### config.mk
export PLATFORM = sky130hd
export DESIGN_NAME = mic_freq_meter
export DESIGN_NICKNAME = d
export VERILOG_FILES = /design/src/rtl/mic_freq_meter.sv
export SDC_FILE = /design/constraint.sdc
export NUM_CORES = 1
export LEC_CHECK = 0
export ABC_CLOCK_PERIOD_IN_PS = 4700
export BUFFER_PORTS_ARGS = -buffer_cell sky130_fd_sc_hd__buf_2
export CAP_MARGIN = 20
export CORE_UTILIZATION = 60
export CTS_BUF_LIST = sky130_fd_sc_hd__clkbuf_8
export DETAILED_ROUTE_END_ITERATION = 7
export PLACE_DENSITY = 0.77
export SLEW_MARGIN = 10
export SYNTH_ARGS = -nofsm -noshare
export SYNTH_HDL_FRONTEND = slang
export SYNTH_SLANG_ARGS = --single-unit
### constraint.sdc
create_clock -name clk -period 4.7 [get_ports clk]
set_clock_uncertainty 0.2 [all_clocks]
set_input_delay 0.47 -clock clk [delete_from_list [all_inputs] [get_ports clk]]
set_output_delay 0.47 -clock clk [all_outputs]
set_load 0.03 [all_outputs]
### src/rtl/mic_freq_meter.sv
// rtl/mic_freq_meter.sv - gated edge-count frequency meter for the mic comparator input
module mic_freq_meter #(
   parameter int CLK_FREQ    = 100_000_000,
   parameter int GATE_CYCLES = 10_000_000,
   parameter int OUT_W       = 16,
   parameter int SYNC_STAGES = 2,
   parameter int AVG_LOG2    = 0,
   parameter int MIN_EDGES   = 2
) (
   input  logic             clk,
   input  logic             reset,
   input  logic             enable,
   input  logic             signal,
   output logic [OUT_W-1:0] freq,
   output logic             freq_valid,
   output logic             silent,
   output logic             overflow
);

   localparam int SCALE = CLK_FREQ / GATE_CYCLES;
   localparam int GW    = (GATE_CYCLES > 1) ? $clog2(GATE_CYCLES) : 1;
   localparam int EW    = $clog2(GATE_CYCLES / 2 + 1) + 1;
   localparam int RW    = EW + 1;
   localparam int AW    = OUT_W + AVG_LOG2;
   localparam int WW    = (AVG_LOG2 > 0) ? AVG_LOG2 : 1;

   localparam logic [GW-1:0] GATE_LAST = GW'(GATE_CYCLES - 1);
   localparam logic [EW-1:0] EDGE_MAX  = '1;
   localparam logic [WW-1:0] WIN_LAST  = WW'((1 << AVG_LOG2) - 1);
   localparam logic [63:0]   SCALE_W   = 64'(SCALE);
   localparam logic [63:0]   MIN_W     = 64'(MIN_EDGES);
   localparam logic [63:0]   OUT_MAX   = (64'd1 << OUT_W) - 64'd1;

   logic [SYNC_STAGES-1:0] sync_q, sync_d;
   logic                   prev_q, prev_d;
   logic [GW-1:0]          gate_q, gate_d;
   logic [EW-1:0]          edge_cnt_q, edge_cnt_d;
   logic [RW-1:0]          raw_q, raw_d;
   logic                   v1_q, v1_d;
   logic [AW-1:0]          acc_q, acc_d;
   logic                   acc_sil_q, acc_sil_d;
   logic                   acc_ovf_q, acc_ovf_d;
   logic [WW-1:0]          win_q, win_d;
   logic [OUT_W-1:0]       res_q, res_d;
   logic                   res_sil_q, res_sil_d;
   logic                   res_ovf_q, res_ovf_d;
   logic                   v2_q, v2_d;
   logic [OUT_W-1:0]       freq_q, freq_d;
   logic                   valid_q, valid_d;
   logic                   silent_q, silent_d;
   logic                   overflow_q, overflow_d;

   logic                   sig_s;
   logic                   edge_det;
   logic                   terminal;
   logic [63:0]            prod;
   logic [OUT_W-1:0]       scaled;
   logic                   sil_w;
   logic                   ovf_w;
   logic [AW-1:0]          sum_c;
   logic                   last_win;

   assign sig_s    = sync_q[SYNC_STAGES-1];
   assign edge_det = sig_s & ~prev_q;
   assign terminal = enable && (gate_q == GATE_LAST);

   // Synchroniser, edge history, gate counter and saturating edge counter
   always_comb begin
      sync_d = {sync_q[SYNC_STAGES-2:0], signal};
      prev_d = sig_s;
      gate_d = '0;
      edge_cnt_d = '0;
      raw_d = raw_q;
      v1_d = terminal;
      if (enable && !terminal) begin
         gate_d = gate_q + GW'(1);
         edge_cnt_d = edge_cnt_q;
         if (edge_det && (edge_cnt_q != EDGE_MAX)) begin
            edge_cnt_d = edge_cnt_q + EW'(1);
         end
      end
      if (terminal) begin
         // the edge seen on the terminal cycle belongs to the closing window
         raw_d = {1'b0, edge_cnt_q} + RW'(edge_det);
      end
   end

   // Stage 1: scale the raw count to Hz, clamp it and flag silence
   always_comb begin
      prod = 64'(raw_q) * SCALE_W;
      scaled = '0;
      sil_w = 1'b0;
      ovf_w = 1'b0;
      if (64'(raw_q) < MIN_W) begin
         sil_w = 1'b1;
      end else if (prod > OUT_MAX) begin
         scaled = '1;
         ovf_w = 1'b1;
      end else begin
         scaled = prod[OUT_W-1:0];
      end
   end

   // Stage 1: fold the window into the average group; the group result is latched
   // from the pre-clear accumulator so a result in flight survives enable dropping
   always_comb begin
      sum_c = acc_q + AW'(scaled);
      last_win = (win_q == WIN_LAST);
      acc_d = acc_q;
      acc_sil_d = acc_sil_q;
      acc_ovf_d = acc_ovf_q;
      win_d = win_q;
      res_d = res_q;
      res_sil_d = res_sil_q;
      res_ovf_d = res_ovf_q;
      v2_d = v1_q && last_win;
      if (v1_q && last_win) begin
         res_d = OUT_W'(sum_c >> AVG_LOG2);
         res_sil_d = acc_sil_q | sil_w;
         res_ovf_d = acc_ovf_q | ovf_w;
      end
      if (!enable) begin
         acc_d = '0;
         acc_sil_d = 1'b0;
         acc_ovf_d = 1'b0;
         win_d = '0;
      end else if (v1_q) begin
         if (last_win) begin
            acc_d = '0;
            acc_sil_d = 1'b0;
            acc_ovf_d = 1'b0;
            win_d = '0;
         end else begin
            acc_d = sum_c;
            acc_sil_d = acc_sil_q | sil_w;
            acc_ovf_d = acc_ovf_q | ovf_w;
            win_d = win_q + WW'(1);
         end
      end
   end

   // Stage 2: publish the result with a one-cycle strobe, otherwise hold outputs
   always_comb begin
      freq_d = freq_q;
      silent_d = silent_q;
      overflow_d = overflow_q;
      valid_d = v2_q;
      if (v2_q) begin
         freq_d = res_q;
         silent_d = res_sil_q;
         overflow_d = res_ovf_q;
      end
   end

   // All state registers, cleared immediately by reset
   always_ff @(posedge clk or posedge reset) begin
      if (reset) begin
         sync_q     <= '0;
         prev_q     <= 1'b0;
         gate_q     <= '0;
         edge_cnt_q <= '0;
         raw_q      <= '0;
         v1_q       <= 1'b0;
         acc_q      <= '0;
         acc_sil_q  <= 1'b0;
         acc_ovf_q  <= 1'b0;
         win_q      <= '0;
         res_q      <= '0;
         res_sil_q  <= 1'b0;
         res_ovf_q  <= 1'b0;
         v2_q       <= 1'b0;
         freq_q     <= '0;
         valid_q    <= 1'b0;
         silent_q   <= 1'b1;
         overflow_q <= 1'b0;
      end else begin
         sync_q     <= sync_d;
         prev_q     <= prev_d;
         gate_q     <= gate_d;
         edge_cnt_q <= edge_cnt_d;
         raw_q      <= raw_d;
         v1_q       <= v1_d;
         acc_q      <= acc_d;
         acc_sil_q  <= acc_sil_d;
         acc_ovf_q  <= acc_ovf_d;
         win_q      <= win_d;
         res_q      <= res_d;
         res_sil_q  <= res_sil_d;
         res_ovf_q  <= res_ovf_d;
         v2_q       <= v2_d;
         freq_q     <= freq_d;
         valid_q    <= valid_d;
         silent_q   <= silent_d;
         overflow_q <= overflow_d;
      end
   end

   assign freq       = freq_q;
   assign freq_valid = valid_q;
   assign silent     = silent_q;
   assign overflow   = overflow_q;

endmodule

==> results of run 1 <==
logic make-up (layout without fill, tap and decap cells):
family | Yosys count | after routing | share of synthesized area (%)
muxes | 26 | 26 | 4.01
DFF | 113 | 113 | 39.8
AOI/OAI and AO/OA | 151 | 151 | 13.6
and+or+nand+nor | 310 | 310 | 22.0
buffers and inverters | 43 | 68 | 3.24
adders and majority gates | 51 | 51 | 9.08
xor gates and xnor gates | 67 | 67 | 8.25
synth_stat cells, types with 7 or more instances:
master / count / area [um^2]
nand4_1: 20 / 125
or3_1: 13 / 81.3
a2111oi_0: 8 / 70.1
xnor2_1: 30 / 263
nor3_1: 17 / 85.1
inv_1: 8 / 30.0
nand3_1: 28 / 140
nor4_1: 14 / 87.6
nand2_1: 61 / 229
and3_1: 11 / 68.8
xor2_1: 37 / 324
buf_6: 7 / 78.8
mux2_2: 20 / 225
nor2_1: 102 / 383
and2_1: 7 / 43.8
dfrtp_1: 112 / 2800
ha_1: 50 / 626
o21ai_0: 24 / 120
clkbuf_1: 17 / 63.8
a31oi_1: 10 / 62.6
a21o_1: 8 / 60.1
a21oi_1: 56 / 280
power breakdown:
| part | leakage [uW] | switching (uW) | internal, uW | total (uW) |
|---|---|---|---|---|
| Clock | 0.000201 | 388 | 541 | 929 |
| Combinational | 0.00181 | 30.9 | 8.16 | 39.1 |
| Sequential | 0.00157 | 5.20 | 977 | 982 |
| Total | 0.00358 | 424 | 1530 | 1950 |
layout make-up:
cell class / instances / area (um^2)
timing repair buffer: 29 / 165
inverter: 9 / 36.3
fill: 910 / 3810
tap: 143 / 179
clock buffer: 19 / 262
clock inverter: 11 / 140
multi-input combinational: 605 / 4050
sequential: 113 / 2830
flip-flops by register name, summed over array words and instances, names as in the netlist, 2 cells and up:
| name | cells |
|---|---|
| freq | 16 |
| res_q | 16 |
| raw_q | 25 |
| sync_q | 2 |
| edge_cnt_q | 24 |
| gate_q | 24 |
stage by stage:
| stage | area [um^2] | cells | setup WS (ns) | utilization, % |
|---|---|---|---|---|
| CTS | 7660 | 929 | 0.706 | 66.8 |
| detailed placement | 7250 | 898 | 0.731 | 63.2 |
| finish | 7660 | 929 | 0.677 | 66.8 |
| global route | 7660 | 929 | 0.430 | 66.8 |
| global placement | 7250 | 898 | 0.869 | 63.2 |
| floorplan | 7110 | 761 | 1.04 | - |
worst paths after layout:
path                                             end  cells after the start
worst max-delay path            res_q[7]$_DFFE_PP0P_                     11
worst min-delay path            gate_q[22]$_DFF_PP0_                      2
worst max register to register  res_q[7]$_DFFE_PP0P_                     11
worst min register to register   sync_q[1]$_DFF_PP0_                      0
max in group asynchronous         silent$_DFFE_PP1P_                      3
min in group clk                 gate_q[6]$_DFF_PP0_                      2
repair_timing:
action | in CTS | in global routing
endpoints found under the setup margin | 0 | 0
resized for setup | 0 | 0
endpoints found under the hold margin | 1 | 0
hold buffers | 1 | 0
layer usage:
layer	track usage, %	vias to the layer above	part of all wire (%)
met3	4.92	31	5.1
met1	36.2	2786	47
met4	9.07	0	2.0
met5	0	-	0
met2	42.8	176	46
li1	-	2790	-
==> flow_summary.yaml, run 1 <==
outcome:
  status: "finished clean"
floorplanning:
  floorplan.initialDensity_pct: 62.0
  coreArea_mm2: 0.0115
  floorplan.die_area_mm2: 0.0123
  standard_cell_rows: 39
  top_level_port_count: 23
  dieWidth_um: 111
  fp.dieH_um: 111
critical_path:
  crit_chain: "ha_1, ha_1, fa_1, a211oi_2, nor3_2, o211ai_1, o21ai_0, a21oi_1, xnor2_1, nor4_4, a32oi_1"
  worst-endpoint-required_ns: 4.76
  crit_type: "register to register"
  critPathMaxFanout: 16
  cpPeakStageDelay_ns: 0.83
  cp-end-kind: "register"
  crit_slowest_cell: "nor4_4"
  worst_ep_arrival_time_ns: 4.08
  setup.reg_to_reg.worst_slack_ns: 0.68
  crit_path_frequent_cell: "ha_1"
  worst_setup_path_start_kind: "register"
  regToRegStartpoint: "raw_q[3]$_DFFE_PP0P_"
  timing.critical_path.buf_inv: 0
  cell_family_with_most_cp_delay: "compound AO/OA/AOI/OAI gates"
  critPathLaunch: "raw_q[3]$_DFFE_PP0P_"
cts:
  cts_buffers: 17
  post_cts_buffers: 0
  path_clk_slew_ns: 0.07
  tritoncts: "yes"
  cts_root_buffer: "clkbuf_8"
  clk-insertion-delay-late_ns: 0.43
  clock-sinks: 113
  cts_max_path_buffers: 2
  clock_tree.htree_level_count: 4
sta:
  worst_slew_margin_rel_pct: 37.9
  totalNegativeSetupSlack_ns: 0
  rsz0062_at_grt: "false"
  finalMaxSlewViolations: 0
  timing.final.setup_violations: 0
  final_hold_viol_count: 0
  post-route-period-util_pct: 85.6
  finalHoldWorstSlack_ns: 0.0203
  max_clk_rate_ghz: 0.249
  max_slew.worst_pin.slew_ns: 0.931
  min_period_ns: 4.02
synthesis:
  post_synth.cell_area_avg_um2: 9.34
  mapped_area_mm2: 0.00711
  synth_warnings: 0
  synth-main-ff-cell: "dfrtp_1"
  post_synth_inst_count: 761
  synth_seq_area_share_pct: 39.8
  ys_types: 65
  synth_enable_flop_cells: 0
  async_reset_ff_share_pct: 100
  synth.ff_latch_count: 113
  syn-num-nets: 816
placement:
  detailedPlacementHpwl_um: 11200
  place.gp.congestion: 0.907
  portBuffers: 22
hold_path:
  hold_class: "primary input to asynchronous set/reset pin"
routing:
  routed_vias: 5783
  remaining_drc_errors: 0
  route.detailed.wl_per_inst_um: 16.7
  finalWirelength_um: 15500
  vias_per_cell: 6.22
  drt_pass1_iterations: 8
  drtIter0Drc: 372
  drtAntennaViolNets: 0
global_routing:
  grt_start_max_net_pins: 79
  antenna_found_initial: 0
  first_global_vias: 5669
  grt-ovfl-total: 0
  grt_first_pass_wirelength_um: 26800
  grtUsageTotal_pct: 26.6
finish:
  design.final.nets: 830
  antenna_cells: 0
  commonest_cells_after_routing_fill_and_taps_aside: "112 x dfrtp_1, 102 x nor2_1, 61 x nand2_1, 56 x a21oi_1, 50 x ha_1"
  post_route_cells_drive_above_1_share_pct: 12.0
  most_common_cell_after_layout_fill_and_taps_aside: "dfrtp_1"
  areaGrowthSynthToFinish_pct: 7.76
pwr:
  p_total_uw: 1950
  max-vdd-ir-drop_v: 0.000215
  total_leakage_power_uw: 0.00358
  power_density_mw_per_mm2: 255
run:
  max_cap_viol_count: 0
Power figures use the tool's default switching activity.
==> run 2: changes to the inputs <==
--- a/config.mk
+++ b/config.mk
@@ -9,7 +9,7 @@
 export BUFFER_PORTS_ARGS = -buffer_cell sky130_fd_sc_hd__buf_2
 export CAP_MARGIN = 20
 export CORE_UTILIZATION = 60
-export CTS_BUF_LIST = sky130_fd_sc_hd__clkbuf_8
+export CTS_BUF_LIST = sky130_fd_sc_hd__clkbuf_16
 export DETAILED_ROUTE_END_ITERATION = 7
 export PLACE_DENSITY = 0.77
 export SLEW_MARGIN = 10
==> run 2 against run 1 <==
Effect of this change:
- routed wire length grew 2.4%
- critical path depth is the same
- via count shrank 0.73%
- total power grew 16%
- sequential share of layout area shrank 0.81 points
- flip-flop and latch count is the same
- count of clock-buffer cells in the layout shrank 2
- critical path type unchanged
==> flow_summary.yaml, run 2 (synthesis gave the netlist of run 1 again) <==
global_routing:
  grt-ovfl-total: 0
  grtUsageTotal_pct: 27.4
  first_global_vias: 5749
  antenna_found_initial: 0
  grt_first_pass_wirelength_um: 27400
  grt_start_max_net_pins: 79
cts:
  path_clk_slew_ns: 0.06
  post_cts_buffers: 0
  cts_buffers: 17
  cts_root_buffer: "clkbuf_16"
  cts_max_path_buffers: 2
  tritoncts: "yes"
  clk-insertion-delay-late_ns: 0.41
  cts-resized-gates: 0
  cts_hold_buf: 1
  clock-sinks: 113
  clock_tree.htree_level_count: 4
placement:
  place.gp.congestion: 0.907
  detailedPlacementHpwl_um: 11200
  portBuffers: 22
  placed_cell_area_mm2: 0.00725
critical_path:
  worst_ep_arrival_time_ns: 4.04
  setup.reg_to_reg.worst_slack_ns: 0.69
  regToRegStartpoint: "raw_q[3]$_DFFE_PP0P_"
  critPathMaxFanout: 16
  worst-endpoint-required_ns: 4.73
  worst_setup_path_start_kind: "register"
  crit_type: "register to register"
  timing.rr.end: "res_q[7]$_DFFE_PP0P_"
  critPathLaunch: "raw_q[3]$_DFFE_PP0P_"
  crit_path_end: "res_q[7]$_DFFE_PP0P_"
  cp-end-kind: "register"
  reg2reg_depth: 11
sta:
  worst_slew_margin_rel_pct: 37.7
  max_slew.worst_pin.slew_ns: 0.934
  min_period_ns: 4.01
  finalMaxSlewViolations: 0
  post-route-period-util_pct: 85.3
  rsz0062_at_grt: "false"
  totalNegativeSetupSlack_ns: 0
  max_clk_rate_ghz: 0.249
  final_hold_viol_count: 0
  timing.final.setup_violations: 0
  finalHoldWorstSlack_ns: 0.0619
run:
  max_cap_viol_count: 0
routing:
  drt_pass1_iterations: 5
  route.detailed.wl_per_inst_um: 17.1
  finalWirelength_um: 15800
  remaining_drc_errors: 0
  vias_per_cell: 6.18
  drtAntennaViolNets: 0
  drtIter0Drc: 425
  routed_vias: 5741
outcome:
  status: "finished clean"
finish:
  post_route_cells_drive_above_1_share_pct: 11.7
  design.final.nets: 830
  layout.filler_cells: 884
  areaGrowthSynthToFinish_pct: 10.2
  commonest_cells_after_routing_fill_and_taps_aside: "112 x dfrtp_1, 102 x nor2_1, 61 x nand2_1, 56 x a21oi_1, 50 x ha_1"
  most_common_cell_after_layout_fill_and_taps_aside: "dfrtp_1"
  largest-register: "raw_q"
  layout.core_utilization_pct: 68.3
  final_design_area_no_fill_mm2: 0.00783
  antenna_cells: 0
  largest_register_ffs: 25
  largest_registers_ranked_by_flip_flop_count: "raw_q x25, edge_cnt_q x24, gate_q x24"
floorplanning:
  fp.dieH_um: 111
  dieWidth_um: 111
  top_level_port_count: 23
  floorplan.die_area_mm2: 0.0123
  coreArea_mm2: 0.0115
  standard_cell_rows: 39
  floorplan.initialDensity_pct: 62.0
pwr:
  power_density_mw_per_mm2: 290
  p_total_uw: 2270
  total_leakage_power_uw: 0.00365
  max-vdd-ir-drop_v: 0.000277
hold_path:
  hold_class: "primary input to asynchronous set/reset pin"
## run 2: changes by cell type in the layout (fill, tap and decap cells not counted)
cell | before | now
clkbuf_8 | 19 | 0
clkinv_1 | 1 | 3
clkbuf_16 | 0 | 17
## run 2: layout make-up
class / count / area [um^2] / area share, %
multi-input combinational: 605 / 4050 / 51.7
sequential: 113 / 2830 / 36.1
clock buffer: 17 / 425 / 5.43
tap: 143 / 179 / 2.28
timing repair buffer: 29 / 165 / 2.11
clock inverter: 13 / 148 / 1.88
inverter: 9 / 36.3 / 0.463
## run 2: worst min path at each step
stage / startpoint / end
2_1_floorplan: sync_q[0]$_DFF_PP0_ / sync_q[1]$_DFF_PP0_
3_3_place_gp: sync_q[0]$_DFF_PP0_ / sync_q[1]$_DFF_PP0_
3_5_place_dp: sync_q[0]$_DFF_PP0_ / sync_q[1]$_DFF_PP0_
4_1_cts: enable / gate_q[6]$_DFF_PP0_
5_1_grt: enable / gate_q[6]$_DFF_PP0_
6_report: reset / gate_q[13]$_DFF_PP0_
## run 2: report_power, final
part / total, uW / leakage, uW / switching (uW) / internal (uW)
Sequential: 984 / 0.00157 / 5.20 / 979
Clock: 1250 / 0.000277 / 432 / 816
Combinational: 39.3 / 0.00181 / 31.1 / 8.21
## run 2: critical path: stages, from the launching register on
cell      delay [ns]
dfrtp_1         0.41
ha_1            0.31
ha_1            0.23
fa_1            0.45
a211oi_2        0.38
nor3_2          0.11
o211ai_1        0.25
o21ai_0         0.13
a21oi_1         0.19
xnor2_1         0.12
nor4_4          0.82
a32oi_1         0.22
## run 2: metal layers
metal	share of wire, %	global-route usage [%]
met3	4.6	5.69
met1	46	36.7
met5	0	0
met2	47	44.4
met4	1.9	8.89
## run 2: metrics by stage
stage                     std cells  worst slack, ns
after detailed placement        898            0.731
after global routing            929            0.439
after global placement          898            0.869
after floorplan                 761             1.04
after CTS                       929            0.712
final                           929            0.692
==> run 3: changes to the inputs <==
==> constraint.sdc (replaced) <==
create_clock -name clk -period 4.7 [get_ports clk]
set_clock_uncertainty 0.2 [all_clocks]
set_input_delay 0.94 -clock clk [delete_from_list [all_inputs] [get_ports clk]]
set_output_delay 0.94 -clock clk [all_outputs]
set_load 0.03 [all_outputs]
==> run 3 against run 2 <==
Effect of this change:
- count of clock-buffer cells in the layout is the same
- clock power is 6% lower
- non-clock buffer count stayed put
- largest cell class unchanged
- worst hold slack gained 0.086 ns
==> flow_summary.yaml, run 3 (synthesis gave the netlist of run 1 again) <==
sta:
  max_slew.worst_pin.slew_ns: 0.920
  timing.final.setup_violations: 0
  totalNegativeSetupSlack_ns: 0
  worst_slew_margin_rel_pct: 38.2
  final_hold_viol_count: 0
  rsz0062_at_grt: "false"
  finalHoldWorstSlack_ns: 0.148
  max_clk_rate_ghz: 0.251
  finalMaxSlewViolations: 0
  post-route-period-util_pct: 84.9
  min_period_ns: 3.99
floorplanning:
  floorplan.die_area_mm2: 0.0123
  fp.dieH_um: 111
  floorplan.initialDensity_pct: 62.0
  top_level_port_count: 23
  dieWidth_um: 111
  standard_cell_rows: 39
  coreArea_mm2: 0.0115
global_routing:
  first_global_vias: 5702
  grt_first_pass_wirelength_um: 27400
  met1_usage_pct: 37.1
  met2_grt_util_pct: 43.7
  grt-ovfl-total: 0
  grtUsageTotal_pct: 27.6
  met3_usage_pct: 5.80
  grt_most_used_layer: "met2"
  grt_start_max_net_pins: 52
  antenna_found_initial: 0
routing:
  vias_per_cell: 6.22
  drt_pass1_iterations: 5
  route.detailed.wl_per_inst_um: 17.1
  remaining_drc_errors: 0
  finalWirelength_um: 15900
  drtAntennaViolNets: 0
  drtIter0Drc: 382
  routed_vias: 5788
critical_path:
  reg2reg_depth: 11
  worst_ep_arrival_time_ns: 4.03
  cp-end-kind: "register"
  crit_path_end: "res_q[7]$_DFFE_PP0P_"
  critPathMaxFanout: 16
  crit_type: "register to register"
  setup.reg_to_reg.worst_slack_ns: 0.71
  worst_setup_path_start_kind: "register"
  timing.rr.end: "res_q[7]$_DFFE_PP0P_"
  critPathLaunch: "raw_q[3]$_DFFE_PP0P_"
  worst-endpoint-required_ns: 4.74
  regToRegStartpoint: "raw_q[3]$_DFFE_PP0P_"
finish:
  post_route_cells_drive_above_1_share_pct: 12.2
  largest_register_ffs: 25
  design.final.nets: 830
  antenna_cells: 0
  most_common_cell_after_layout_fill_and_taps_aside: "dfrtp_1"
  layout.filler_cells: 884
  commonest_cells_after_routing_fill_and_taps_aside: "112 x dfrtp_1, 102 x nor2_1, 61 x nand2_1, 56 x a21oi_1, 50 x ha_1"
  largest_registers_ranked_by_flip_flop_count: "raw_q x25, edge_cnt_q x24, gate_q x24"
  areaGrowthSynthToFinish_pct: 9.77
  largest-register: "raw_q"
outcome:
  status: "finished clean"
cts:
  cts_buffers: 17
  cts_max_path_buffers: 2
  clk-insertion-delay-late_ns: 0.42
  tritoncts: "yes"
  cts-resized-gates: 0
  clock-sinks: 113
  post_cts_buffers: 0
  path_clk_slew_ns: 0.05
  cts_hold_buf: 0
  cts_root_buffer: "clkbuf_16"
  clock_tree.htree_level_count: 4
pwr:
  total_leakage_power_uw: 0.00364
  power.share.sequential_pct: 44.9
  max-vdd-ir-drop_v: 0.000268
  share_comb_of_total_power_pct: 1.8
  power_density_mw_per_mm2: 281
  clkPwrFrac_pct: 53.3
  internal_power_uw: 1700
  net-switching-power_uw: 486
  power.switching_fraction_pct: 22.2
run:
  max_cap_viol_count: 0
hold_path:
  hold_class: "register to register"
placement:
  portBuffers: 22
  detailedPlacementHpwl_um: 11400
  place.gp.congestion: 0.917
## run 3: per-layer routing
metal | routed length, um | share of wire (%) | up-vias
met5 | 0 | 0 | -
met2 | 7690 | 48 | 177
li1 | - | - | 2801
met1 | 7220 | 45 | 2780
met3 | 698 | 4.4 | 30
met4 | 320 | 2.0 | 0
## run 3: worst min-delay path by stage
stage                     endpoint  slack, ns  cells past startpoint           startpoint
2_1_floorplan  sync_q[1]$_DFF_PP0_       0.13                      0  sync_q[0]$_DFF_PP0_
3_3_place_gp   sync_q[1]$_DFF_PP0_       0.14                      0  sync_q[0]$_DFF_PP0_
3_5_place_dp   sync_q[1]$_DFF_PP0_       0.13                      0  sync_q[0]$_DFF_PP0_
4_1_cts        sync_q[1]$_DFF_PP0_       0.15                      0  sync_q[0]$_DFF_PP0_
5_1_grt        sync_q[1]$_DFF_PP0_       0.16                      0  sync_q[0]$_DFF_PP0_
6_report       sync_q[1]$_DFF_PP0_       0.15                      0  sync_q[0]$_DFF_PP0_
## run 3: per-stage QoR
stage | utilization [%] | instances | instance area (um^2) | total power (uW) | setup slack (ns)
2_1_floorplan | - | 761 | 7110 | 1030 | 0.574
3_3_place_gp | 63.3 | 899 | 7260 | 1040 | 0.831
3_5_place_dp | 63.3 | 899 | 7260 | 1040 | 0.783
4_1_cts | 68.1 | 931 | 7800 | 2210 | 0.758
5_1_grt | 68.1 | 931 | 7800 | 2260 | 0.501
6_report | 68.1 | 931 | 7800 | 2190 | 0.709
## run 3: layout make-up
cell class              instances  area (um^2)  share of cell area (%)
multi-input cells             605         4050                    51.9
flip-flops and latches        113         2830                    36.3
clock buffers                  17          425                    5.45
well taps                     143          179                    2.29
repair buffers                 29          163                    2.08
clock inverters                15          121                    1.56
inverters                       9         36.3                   0.465
## run 3: worst max-delay path, stage by stage (launching register included)
cell and delay (ns):
dfrtp_1 0.41, ha_1 0.31, ha_1 0.22, fa_1 0.45
a211oi_2 0.36, nor3_2 0.11, o211ai_1 0.26, o21ai_0 0.14
a21oi_1 0.20, xnor2_1 0.12, nor4_4 0.84, a32oi_1 0.20
## run 3: power by group through the flow
stage               sequential (uW)  combinational, uW  clock [uW]
finish                          984               39.4        1170
global route                    984               46.8        1230
CTS                             984               40.8        1180
detailed placement             1000               40.4           0
global placement               1000               39.5           0
floorplan                       999               28.5           0
